[src/rtl/mem_arbiter.sv]
// Multi-client arbiter in front of a single request/ready memory port, with a per-transaction timeout.
// Define MEM_ARB_ROUND_ROBIN_EN for round-robin arbitration; otherwise fixed priority (lowest index wins).
module mem_arbiter #(
    parameter int NUM_CLIENTS    = 2,
    parameter int ADDR_W         = 32,
    parameter int DATA_W         = 8,
    parameter int TIMEOUT_CYCLES = 255
) (
    input  logic                          clk,
    input  logic                          rst_n,
    input  logic [NUM_CLIENTS*ADDR_W-1:0] cli_addr,
    input  logic [NUM_CLIENTS*DATA_W-1:0] cli_wdata,
    input  logic [NUM_CLIENTS-1:0]        cli_read_en,
    input  logic [NUM_CLIENTS-1:0]        cli_write_en,
    output logic [NUM_CLIENTS-1:0]        cli_ready,
    output logic [DATA_W-1:0]             cli_rdata,
    output logic                          cli_err,
    output logic [NUM_CLIENTS-1:0]        grant,
    output logic [ADDR_W-1:0]             mem_addr,
    output logic [DATA_W-1:0]             mem_data_in,
    input  logic [DATA_W-1:0]             mem_data_out,
    output logic                          mem_read_en,
    output logic                          mem_write_en,
    input  logic                          mem_ready
);

    localparam int WIN_W = (NUM_CLIENTS > 1) ? $clog2(NUM_CLIENTS) : 1;

    localparam logic [1:0] S_IDLE  = 2'd0;
    localparam logic [1:0] S_ISSUE = 2'd1;
    localparam logic [1:0] S_WAIT  = 2'd2;
    localparam logic [1:0] S_RESP  = 2'd3;

    logic [1:0]             state_q, state_d;
    logic [WIN_W-1:0]       winner_q, winner_d;
    logic [ADDR_W-1:0]      addr_q, addr_d;
    logic [DATA_W-1:0]      wdata_q, wdata_d;
    logic                   write_q, write_d;
    logic [DATA_W-1:0]      rdata_q, rdata_d;
    logic                   err_q, err_d;
    logic [15:0]            cnt_q, cnt_d;
`ifdef MEM_ARB_ROUND_ROBIN_EN
    logic [WIN_W-1:0]       ptr_q, ptr_d;
`endif

    logic [NUM_CLIENTS-1:0] req;
    logic                   pick_valid;
    logic [WIN_W-1:0]       pick_idx;
    logic [NUM_CLIENTS-1:0] winner_onehot;
    int                     cand;

    assign req = cli_read_en | cli_write_en;

    always_comb begin
        pick_valid = 1'b0;
        pick_idx   = '0;
        cand       = 0;
        for (int i = 0; i < NUM_CLIENTS; i++) begin
`ifdef MEM_ARB_ROUND_ROBIN_EN
            // Search starts just after the last winner, wrapping around.
            cand = int'(ptr_q) + 1 + i;
            if (cand >= NUM_CLIENTS) begin
                cand = cand - NUM_CLIENTS;
            end
`else
            cand = i;
`endif
            if (!pick_valid && req[cand]) begin
                pick_valid = 1'b1;
                pick_idx   = WIN_W'(cand);
            end
        end
    end

    always_comb begin
        state_d  = state_q;
        winner_d = winner_q;
        addr_d   = addr_q;
        wdata_d  = wdata_q;
        write_d  = write_q;
        rdata_d  = rdata_q;
        err_d    = err_q;
        cnt_d    = cnt_q;
`ifdef MEM_ARB_ROUND_ROBIN_EN
        ptr_d    = ptr_q;
`endif
        case (state_q)
            S_IDLE: begin
                if (pick_valid) begin
                    winner_d = pick_idx;
                    addr_d   = cli_addr[int'(pick_idx)*ADDR_W +: ADDR_W];
                    wdata_d  = cli_wdata[int'(pick_idx)*DATA_W +: DATA_W];
                    write_d  = cli_write_en[pick_idx];
`ifdef MEM_ARB_ROUND_ROBIN_EN
                    ptr_d    = pick_idx;
`endif
                    state_d  = S_ISSUE;
                end
            end
            S_ISSUE: begin
                cnt_d   = '0;
                err_d   = 1'b0;
                rdata_d = '0;
                state_d = S_WAIT;
            end
            S_WAIT: begin
                if (mem_ready) begin
                    rdata_d = write_q ? '0 : mem_data_out;
                    err_d   = 1'b0;
                    state_d = S_RESP;
                end else if (cnt_q >= 16'(TIMEOUT_CYCLES - 1)) begin
                    rdata_d = '0;
                    err_d   = 1'b1;
                    state_d = S_RESP;
                end else begin
                    cnt_d = cnt_q + 16'd1;
                end
            end
            S_RESP: begin
                state_d = S_IDLE;
            end
            default: begin
                state_d = S_IDLE;
            end
        endcase
    end

    always_ff @(posedge clk or negedge rst_n) begin
        if (!rst_n) begin
            state_q  <= S_IDLE;
            winner_q <= '0;
            addr_q   <= '0;
            wdata_q  <= '0;
            write_q  <= 1'b0;
            rdata_q  <= '0;
            err_q    <= 1'b0;
            cnt_q    <= '0;
`ifdef MEM_ARB_ROUND_ROBIN_EN
            ptr_q    <= WIN_W'(NUM_CLIENTS - 1);
`endif
        end else begin
            state_q  <= state_d;
            winner_q <= winner_d;
            addr_q   <= addr_d;
            wdata_q  <= wdata_d;
            write_q  <= write_d;
            rdata_q  <= rdata_d;
            err_q    <= err_d;
            cnt_q    <= cnt_d;
`ifdef MEM_ARB_ROUND_ROBIN_EN
            ptr_q    <= ptr_d;
`endif
        end
    end

    // All outputs decode from registered state so reset clears them at once.
    assign winner_onehot = NUM_CLIENTS'(1) << winner_q;
    assign grant         = (state_q != S_IDLE) ? winner_onehot : '0;
    assign cli_ready     = (state_q == S_RESP) ? winner_onehot : '0;
    assign cli_rdata     = (state_q == S_RESP) ? rdata_q : '0;
    assign cli_err       = (state_q == S_RESP) ? err_q : 1'b0;
    assign mem_addr      = (state_q != S_IDLE) ? addr_q : '0;
    assign mem_data_in   = (state_q != S_IDLE) ? wdata_q : '0;
    assign mem_read_en   = (state_q == S_ISSUE) && !write_q;
    assign mem_write_en  = (state_q == S_ISSUE) && write_q;

endmodule

[config.mk]
export PLATFORM = sky130hd
export DESIGN_NAME = mem_arbiter
export DESIGN_NICKNAME = d
export VERILOG_FILES = /design/src/rtl/mem_arbiter.sv
export SDC_FILE = /design/constraint.sdc
export NUM_CORES = 1
export LEC_CHECK = 0
export CAP_MARGIN = 20
export CORE_MARGIN = 10
export CORE_UTILIZATION = 27
export CTS_BUF_LIST = sky130_fd_sc_hd__clkbuf_8
export DETAILED_ROUTE_END_ITERATION = 7
export GPL_TIMING_DRIVEN = 0
export PLACE_DENSITY = 0.58
export SYNTH_ARGS = -nofsm -noshare
export SYNTH_HDL_FRONTEND = slang
export SYNTH_SLANG_ARGS = --single-unit
[constraint.sdc]
create_clock -name clk -period 3.2 [get_ports clk]
set_input_delay 0.48 -clock clk [delete_from_list [all_inputs] [get_ports clk]]
set_output_delay 0.48 -clock clk [all_outputs]
set_load 0.05 [all_outputs]
# Yosys cells after proc, flatten, opt, wreduce, memory -nomap -nowiden
# Index checks and enable logic that the tools add are counted.
word_totals:
  register_bits: 69
  in_bits: 95
  output_inout_bits: 55
  word_cells: 59
classes:
  addsub: 1
  magnitude_cmp: 2
  n_eq_ne: 7
  n_shift: 3
  mux: 25
  n_bitwise: 1
  reduce_logical: 12
op_table:
  columns: ["operator", "n"]
  rows:
  - ["$shiftx A64 B7 Y32", 1]
  - ["$mux W8", 5]
  - ["$mux W16", 2]
  - ["$mux W32", 1]
  - ["$pmux W16 S2", 1]
  - ["$add A16 B1 Y16 const B", 1]
  - ["$ge A16 B8 Y1 const B", 1]
  - ["$pmux W8 S2", 1]
  - ["$shiftx A16 B5 Y8", 1]
  - ["$mux W2", 5]
  - ["$mux W1", 8]
  - ["$pmux W2 S4", 1]
  - ["$ne A2 B2 Y1 const B", 3]
  - ["$reduce_and A2 Y1", 3]
  - ["$eq A2 B2 Y1 const B", 2]
  - ["$reduce_bool A2 Y1", 2]
  - ["$logic_and A1 B1 Y1", 3]
  - ["$ne A3 B3 Y1 const B", 1]
  - ["$reduce_and A3 Y1", 1]
  - ["$eq A2 B1 Y1 const B", 1]
  - ["$logic_not A1 Y1", 2]
  - ["$logic_not A2 Y1", 1]
  - ["$lt A1 B2 Y1 const B", 1]
  - ["$or A2 B2 Y2", 1]
  - ["2 further kinds", 2]

# Depth between registers and ports, before layout
# Gate-level depths: netlist of run 1.
depth:
  ltp_word: 7
  ltp_mapped: 8

# Worst setup path after synthesis of run 1
# Ideal clock, no wire load.
synth_path:
  path_type: "reg-to-output"
  startpoint: "reg state_q[0]"
  endpoint: "out mem_addr[10]"
  t_arrival_ns: 1.711
  setup_slack_ns: 1.009
  path_stages_with_launch: 6
  cell_sequence: "dfrtp_1 -> inv_1 -> ha_1 -> clkbuf_1 -> clkbuf_1 -> nor2b_1"
synth_via:
  elab_chain_cells: 2
synth_rtl:
  columns: ["item", "line", "source"]
  rows:
  - ["from (decl)", "34", "logic [1:0] state_q, state_d;"]
  - ["from (signal assigned)", "142", "state_q <= state_d;"]
  - ["$reduce_bool A2 Y1", "162", "assign mem_addr = (state_q != S_IDLE) ? addr_q : '0;"]
  - ["$mux W32", "162", null]
  - ["to (decl)", "19", "output logic [ADDR_W-1:0] mem_addr,"]
# No other way between the ends.

# Final worst setup path of run 1
layout_path:
  startpoint: "reg state_q[0]"
  endpoint: "out mem_data_in[6]"
layout_via:
  elab_chain_cells: 2
layout_rtl:
  columns: ["item", "line", "source"]
  rows:
  - ["$reduce_bool A2 Y1", "163", "assign mem_data_in = (state_q != S_IDLE) ? wdata_q : '0;"]
  - ["$mux W8", "163", null]
  - ["to (decl)", "20", "output logic [DATA_W-1:0] mem_data_in,"]
# No other way between the ends.

==> flow_summary_export.csv, run 1 <==
group,metric,value,unit
global_route,grt_pass1_vias,3575,
outcome,status,"complete, no violations",
placed_design,place_congestion,0.829,
clock_network,cts_buffers,9,
clock_network,cts_buffer_depth,2,
critical_path,rr_endpoint,"state_q[1]$_DFFE_PN0P_",
placed_design,port_buffers,149,
drt,vias,3323,
drt,drt-wirelength-per-cell,16.6,µm
synthesis,synthAdderAreaFrac,2.02,%
clock_network,cts-root-buf,"clkbuf_8",
drt,drc,0,
layout,post-route-cell-area,5630,µm²
timing,post-route-period-util,94.0,%
hold_path,holdCritPathClass,"in -> async",
power,ir_drop,0.475,mV
synthesis,synth_compound_area_share,12.7,%
synthesis,synth_top_area_share,46.5,%
layout,drive_above_1_share,6.43,%
clock_network,clkTransAtPathRegs,80,ps
power,p_leak,2.33,nW
clock_network,h-tree-depth,3,
floorplan,die_x,137,µm
timing,tightestPinTransition,548,ps
synthesis,synth-xor-area-share,0,%
synthesis,ys_warn_count,0,
synthesis,ys_ff_latch,69,
critical_path,max_stage_delay,730,ps
critical_path,cp.arrival,2530,ps
synthesis,synth_top_family_by_area,"simple AND/OR/NAND/NOR gates",
timing,layout_setup_ws,191,ps
clock_network,cts_tree,"done",
critical_path,crit_chain,"inv_1 > ha_1 > clkbuf_1 > nor2b_1 > clkdlybuf4s50_1",
synthesis,yosys.area_share.simple,24.0,%
power,p_per_area,938,nW/µm²
critical_path,cp_max_fo,10,
clock_network,clkSinkCount,69,
critical_path,startpoint,"state_q[0]$_DFFE_PN0P_",
critical_path,critPathTopFamily,"buffers and inverters",
clock_network,insertion_delay,350,ps
timing,finClkSkew,6.24,ps
layout,num_antenna_cells,0,
synthesis,yosys.area.top_type,"dfrtp_1",
synthesis,ys_async_sr_fraction,100,%
placed_design,placed_cell_area,5450,µm²
synthesis,ys_types,43,
synthesis,synthFlopType,"dfrtp_1",
timing,hold_viol_final,0,
critical_path,cpMaxStageDelayCell,"clkdlybuf4s50_1",
synthesis,syn_avg_cell_area,9.80,µm²
critical_path,cp-end-kind,"output port",
floorplan,core-area,13300,µm²
drt,dr.pass1.iters,4,
critical_path,critPathKind,"reg -> out",
layout,area_delta_synth_final,51.7,%
timing,clock.fmax,0.332,GHz
layout,fin_nets,640,
placed_design,place_ws,363,ps
floorplan,fp.dieH,137,µm
timing,slew_headroom,63.4,%
synthesis,syn-num-nets,480,
drt,drt-total-wl,11900,µm
drt,drtIter0Drc,159,
job,drv_cap,0,
timing,slew_viol_final,0,
synthesis,synth_area,3710,µm²
timing,holdWs,48.2,ps
floorplan,ios,150,
global_route,grt_use_total,12.5,%
timing,fin_crit,3010,ps
synthesis,yosysSeqAreaShare,46.5,%
critical_path,r2r_start,"cnt_q[0]$_DFFE_PN0P_",
timing,setup_violations,0,
critical_path,ff2ff_path_depth,6,
critical_path,cp.required,2720,ps
synthesis,synth_edf_count,0,
clock_network,cts_hold_buf,0,
global_route,grt_start_max_net_pins,45,
floorplan,start_util,27.8,%
critical_path,cp.buffers_inverters,3,
global_route,grt_overflow,0,
timing,rsz0062_at_grt,"no",
floorplan,dieArea,18800,µm²
floorplan,rows,42,
global_route,antenna_found_initial,0,
placed_design,hpwl,9400,µm
global_route,grt_first_pass_wirelength,18700,µm
critical_path,cp-start-kind,"flop",
drt,drtAntennaViolNets,0,
synthesis,synth_area_leaders,"dfrtp_1 47%, mux2i_1 11%, nor2b_1 7.4%",
critical_path,r2r_slack,1090,ps
synthesis,synth_mux_area_share,11.1,%
drt,viasPerCell,4.62,
synthesis,netlist_instances,379,
[metal layers]
metal  wire [µm]  part of all wire [%]  global-route usage (%)
met1        4780                    40                    13.9
met2        6030                    51                    21.2
met3        1040                   8.7                    5.94
met4          76                  0.64                    3.40
met5           0                     0                       0
[Yosys cell counts (all sizes together) (2+ instances only)]
cell type  number
o311ai          5
nor2b          44
mux2i          40
nor2            7
nor4            2
clkbuf         15
or4             6
nand3          11
o211ai          2
nand2          52
nor3            4
a21oi           2
nand3b          4
inv             7
nand2b          4
o31ai           2
a22o            9
o21ai          45
and2           17
dfrtp          69
ha              6
buf            10
[flip-flops by register name, summed over array words and instances (netlist names)]
register	count
addr_q	32
cnt_q	16
rdata_q	8
wdata_q	8
state_q	2
err_q	1
winner_q	1
write_q	1
[report_power, final]
| group | internal [W] | switching (W) | total (W) | leakage, nW |
|---|---|---|---|---|
| logic | 0.00110 | 0.00215 | 0.00325 | 1.34 |
| clock network | 0.000324 | 0.000349 | 0.000673 | 0.0917 |
| registers | 0.00119 | 0.000175 | 0.00136 | 0.891 |
| total | 0.00261 | 0.00267 | 0.00529 | 2.33 |
[cells in the final DEF, fill, tap and decap left out, drive strengths merged, types with 2 or more instances in the layout]
master and n:
inv 8, and2 17, nand3 11, or4 6, nand2b 4, ha 6
o31ai 2, clkinv 2, nor3 4, clkdlybuf4s50 148, o21ai 45, dfrtp 69
clkbuf 25, nor4 2, nor2 7, o311ai 5, nor2b 44, nand3b 4
clkinvlp 2, mux2i 40, o211ai 2, a21oi 2, nand2 52, buf 12
a22o 9
[through the flow]
stage | setup TNS (ps) | power [W] | util [%] | std cells
finish | 0 | 0.00529 | 42.2 | 720
floorplan | 0 | 0.00348 | - | 379
CTS | 0 | 0.00537 | 42.2 | 720
global placement | -58620 | 0.00462 | 40.6 | 704
detailed placement | 0 | 0.00467 | 40.8 | 705
global route | 0 | 0.00565 | 42.2 | 720
[final cells by class]
cell class	count	area, µm²
inverters	7	26.3
clock inverters	5	33.8
multi-input cells	278	1850
plain buffers	24	106
fillers	1392	7710
flip-flops and latches	69	1730
repair buffers	150	1520
clock buffers	11	151
well taps	176	220
[worst max-delay path by stage]
stage	to	slack, ps	cells past startpoint
2_1_floorplan	mem_addr[10]	1010	5
3_3_place_gp	addr_q[5]$_DFFE_PN0P_	-850	1
3_5_place_dp	mem_addr[11]	360	6
4_1_cts	mem_addr[4]	110	5
5_1_grt	mem_data_in[1]	0.6	5
6_report	mem_data_in[6]	190	5
[timing repair]
| item | CTS | global route |
|---|---|---|
| buffers inserted | 0 | 0 |
| setup endpoints to repair | 26 | 7 |
| gates resized for setup | 1 | 2 |
| pin swaps | 0 | 0 |
[cell families (layout without fill, tap and decap cells)]
logic type,after synthesis,count (layout)
mux,41,41
flops,69,69
simple gates,158,158
fa+ha+maj,6,6
compound gates,73,73
buf+inv,32,197
Power figures use the tool's default switching activity.
==> inputs of run 2 (changes only) <==
--- a/config.mk
+++ b/config.mk
@@ -6,12 +6,14 @@
 export NUM_CORES = 1
 export LEC_CHECK = 0
 export CAP_MARGIN = 20
+export CELL_PAD_IN_SITES_DETAIL_PLACEMENT = 1
+export CELL_PAD_IN_SITES_GLOBAL_PLACEMENT = 2
 export CORE_MARGIN = 10
 export CORE_UTILIZATION = 27
 export CTS_BUF_LIST = sky130_fd_sc_hd__clkbuf_8
 export DETAILED_ROUTE_END_ITERATION = 7
 export GPL_TIMING_DRIVEN = 0
-export PLACE_DENSITY = 0.58
+export PLACE_DENSITY = 0.89
 export SYNTH_ARGS = -nofsm -noshare
 export SYNTH_HDL_FRONTEND = slang
 export SYNTH_SLANG_ARGS = --single-unit
==> run 2 against run 1 <==
Effect of this change: register-to-register slack worse by 40 ps; cell count is 0.14% higher; hold slack gained 62 ps; critical path type unchanged; combinational power about the same; sequential power about the same; clock skew rose by 7.6 ps; global-route usage rose by 0.65 points; setup slack got worse by 17 ps; sequential cell count did not move; wire length rose by 5.1%.
==> flow_summary_export.csv, run 2 (synthesis results as in run 1) <==
group,metric,value,unit
clock_network,clkTransAtPathRegs,70,ps
power,pwr-share-seq,24.3,%
clock_network,h-tree-depth,3,
layout,fin_nets,641,
critical_path,cp-end-kind,"output port",
placed_design,port_buffers,149,
power,p_clk_share,17.2,%
critical_path,cp.required,2720,ps
critical_path,cp-start-kind,"flop",
layout,area_delta_synth_final,54.3,%
clock_network,cts_hold_buf,0,
timing,setup_violations,0,
timing,slew_viol_final,0,
drt,vias,3456,
power,pwr-share-comb,58.5,%
hold_path,holdCritPathClass,"in -> async",
timing,finClkSkew,13.8,ps
power,p_leak,2.39,nW
timing,post-route-period-util,94.6,%
drt,drc,0,
global_route,antenna_found_initial,0,
global_route,grt_start_max_net_pins,70,
power,power.share.switching,48.1,%
power,p_per_area,979,nW/µm²
layout,final_cell_mix,"147 x clkdlybuf4s50_1, 69 x dfrtp_1, 52 x nand2_1",
timing,fin_crit,3030,ps
clock_network,cts_tree,"done",
placed_design,dp.cells,705,
power,ir_drop,0.396,mV
floorplan,start_util,27.8,%
critical_path,cp.arrival,2550,ps
layout,drive_above_1_share,6.79,%
clock_network,post_cts.repair.setup_buffers,0,
timing,rsz0062_at_grt,"yes",
floorplan,rows,42,
layout,fillers,1558,
global_route,grt_first_pass_wirelength,19600,µm
floorplan,ios,150,
drt,viasPerCell,4.79,
floorplan,die_x,137,µm
timing,fin_setup_tns,0,ps
placed_design,hpwl,9850,µm
layout,final_common_cell,"clkdlybuf4s50_1",
placed_design,place_ws,364,ps
global_route,grt_overflow,0,
global_route,grt_pass1_vias,3752,
layout,top_regs,"addr_q x32, cnt_q x16",
power,switchingPower,0.00270,W
drt,drt-total-wl,12500,µm
job,drv_cap,0,
drt,drtAntennaViolNets,0,
clock_network,cts_buffer_depth,2,
power,p_int,0.00291,W
timing,hold_viol_final,0,
global_route,grt_use_total,13.2,%
placed_design,place_congestion,0.763,
layout,largest_reg_flops,32,
floorplan,fp.dieH,137,µm
outcome,status,"complete, no violations",
drt,dr.pass1.iters,4,
layout,fin_cells,721,
timing,tightestPinTransition,552,ps
floorplan,core-area,13300,µm²
power,total_power,0.00561,W
critical_path,cp_max_fo,10,
drt,drtIter0Drc,133,
critical_path,startpoint,"state_q[0]$_DFFE_PN0P_",
timing,layout_setup_ws,173,ps
floorplan,dieArea,18800,µm²
clock_network,clkSinkCount,69,
timing,slew_headroom,63.1,%
layout,num_antenna_cells,0,
critical_path,r2r_start,"cnt_q[8]$_DFFE_PN0P_",
layout,regMostFlops,"addr_q",
drt,drt-wirelength-per-cell,17.4,µm
clock_network,insertion_delay,360,ps
timing,holdWs,110,ps
clock_network,cts-root-buf,"clkbuf_8",
clock_network,cts_buffers,9,
critical_path,critPathKind,"reg -> out",
timing,clock.fmax,0.330,GHz
[run 2: cell types whose count changed in the layout (fill, tap and decap cells not counted), sizes merged]
| cell | previous run | this run |
|---|---|---|
| bufinv | 0 | 4 |
| clkinvlp | 2 | 0 |
| inv | 8 | 7 |
| clkdlybuf4s50 | 148 | 147 |
| dlymetal6s2s | 0 | 1 |
[run 2: path summary, 6_finish.rpt]
path	end	slack, ps	cells after the start
setup / recovery	mem_addr[16]	170	6
hold / removal	cnt_q[2]$_DFFE_PN0P_	110	2
setup reg to reg	cnt_q[1]$_DFFE_PN0P_	1050	5
hold reg to reg	addr_q[12]$_DFFE_PN0P_	470	2
max in group asynchronous	addr_q[13]$_DFFE_PN0P_	2760	2
min in group clk	addr_q[12]$_DFFE_PN0P_	470	2
[run 2: per-stage QoR]
stage / area (µm²) / utilization [%]
CTS: 5720 / 42.9
global placement: 5420 / 40.6
floorplan: 3710 / -
finish: 5730 / 42.9
global route: 5730 / 42.9
detailed placement: 5450 / 40.8
[run 2: worst max-delay path, stage by stage (launching register included)]
cell	delay, ps
dfrtp_1	380
inv_1	90
ha_1	190
clkbuf_1	230
clkbuf_2	280
nor2b_1	170
clkdlybuf4s50_1	850
[run 2: layout make-up]
| class | count | area (µm²) | share of cell area (%) |
|---|---|---|---|
| clock inverter | 6 | 134 | 2.34 |
| buffer | 25 | 113 | 1.97 |
| timing repair buffer | 150 | 1520 | 26.5 |
| multi-input combinational | 278 | 1850 | 32.3 |
| sequential | 69 | 1730 | 30.1 |
| clock buffer | 10 | 138 | 2.40 |
| tap | 176 | 220 | 3.84 |
| inverter | 7 | 26.3 | 0.459 |
[run 2: power by group through the flow]
stage          logic (W)  registers [W]  clock network [W]
6_report         0.00328        0.00136           0.000964
5_1_grt          0.00354        0.00141            0.00103
4_1_cts          0.00334        0.00137           0.000989
3_5_place_dp     0.00332        0.00138                  0
3_3_place_gp     0.00327        0.00136                  0
2_1_floorplan    0.00216        0.00132                  0
[run 2: layer usage]
metal / global-route usage [%] / wire [µm] / vias up
li1: - / - / 1643
met1: 14.9 / 4900 / 1698
met2: 21.9 / 6300 / 95
met3: 5.64 / 1070 / 20
met4: 4.63 / 264 / 0
met5: 0 / 0 / -
[run 2: what timing repair did]
item,in CTS,in global routing
resized for setup,2,5
setup endpoints to repair,12,18
gates cloned,0,0
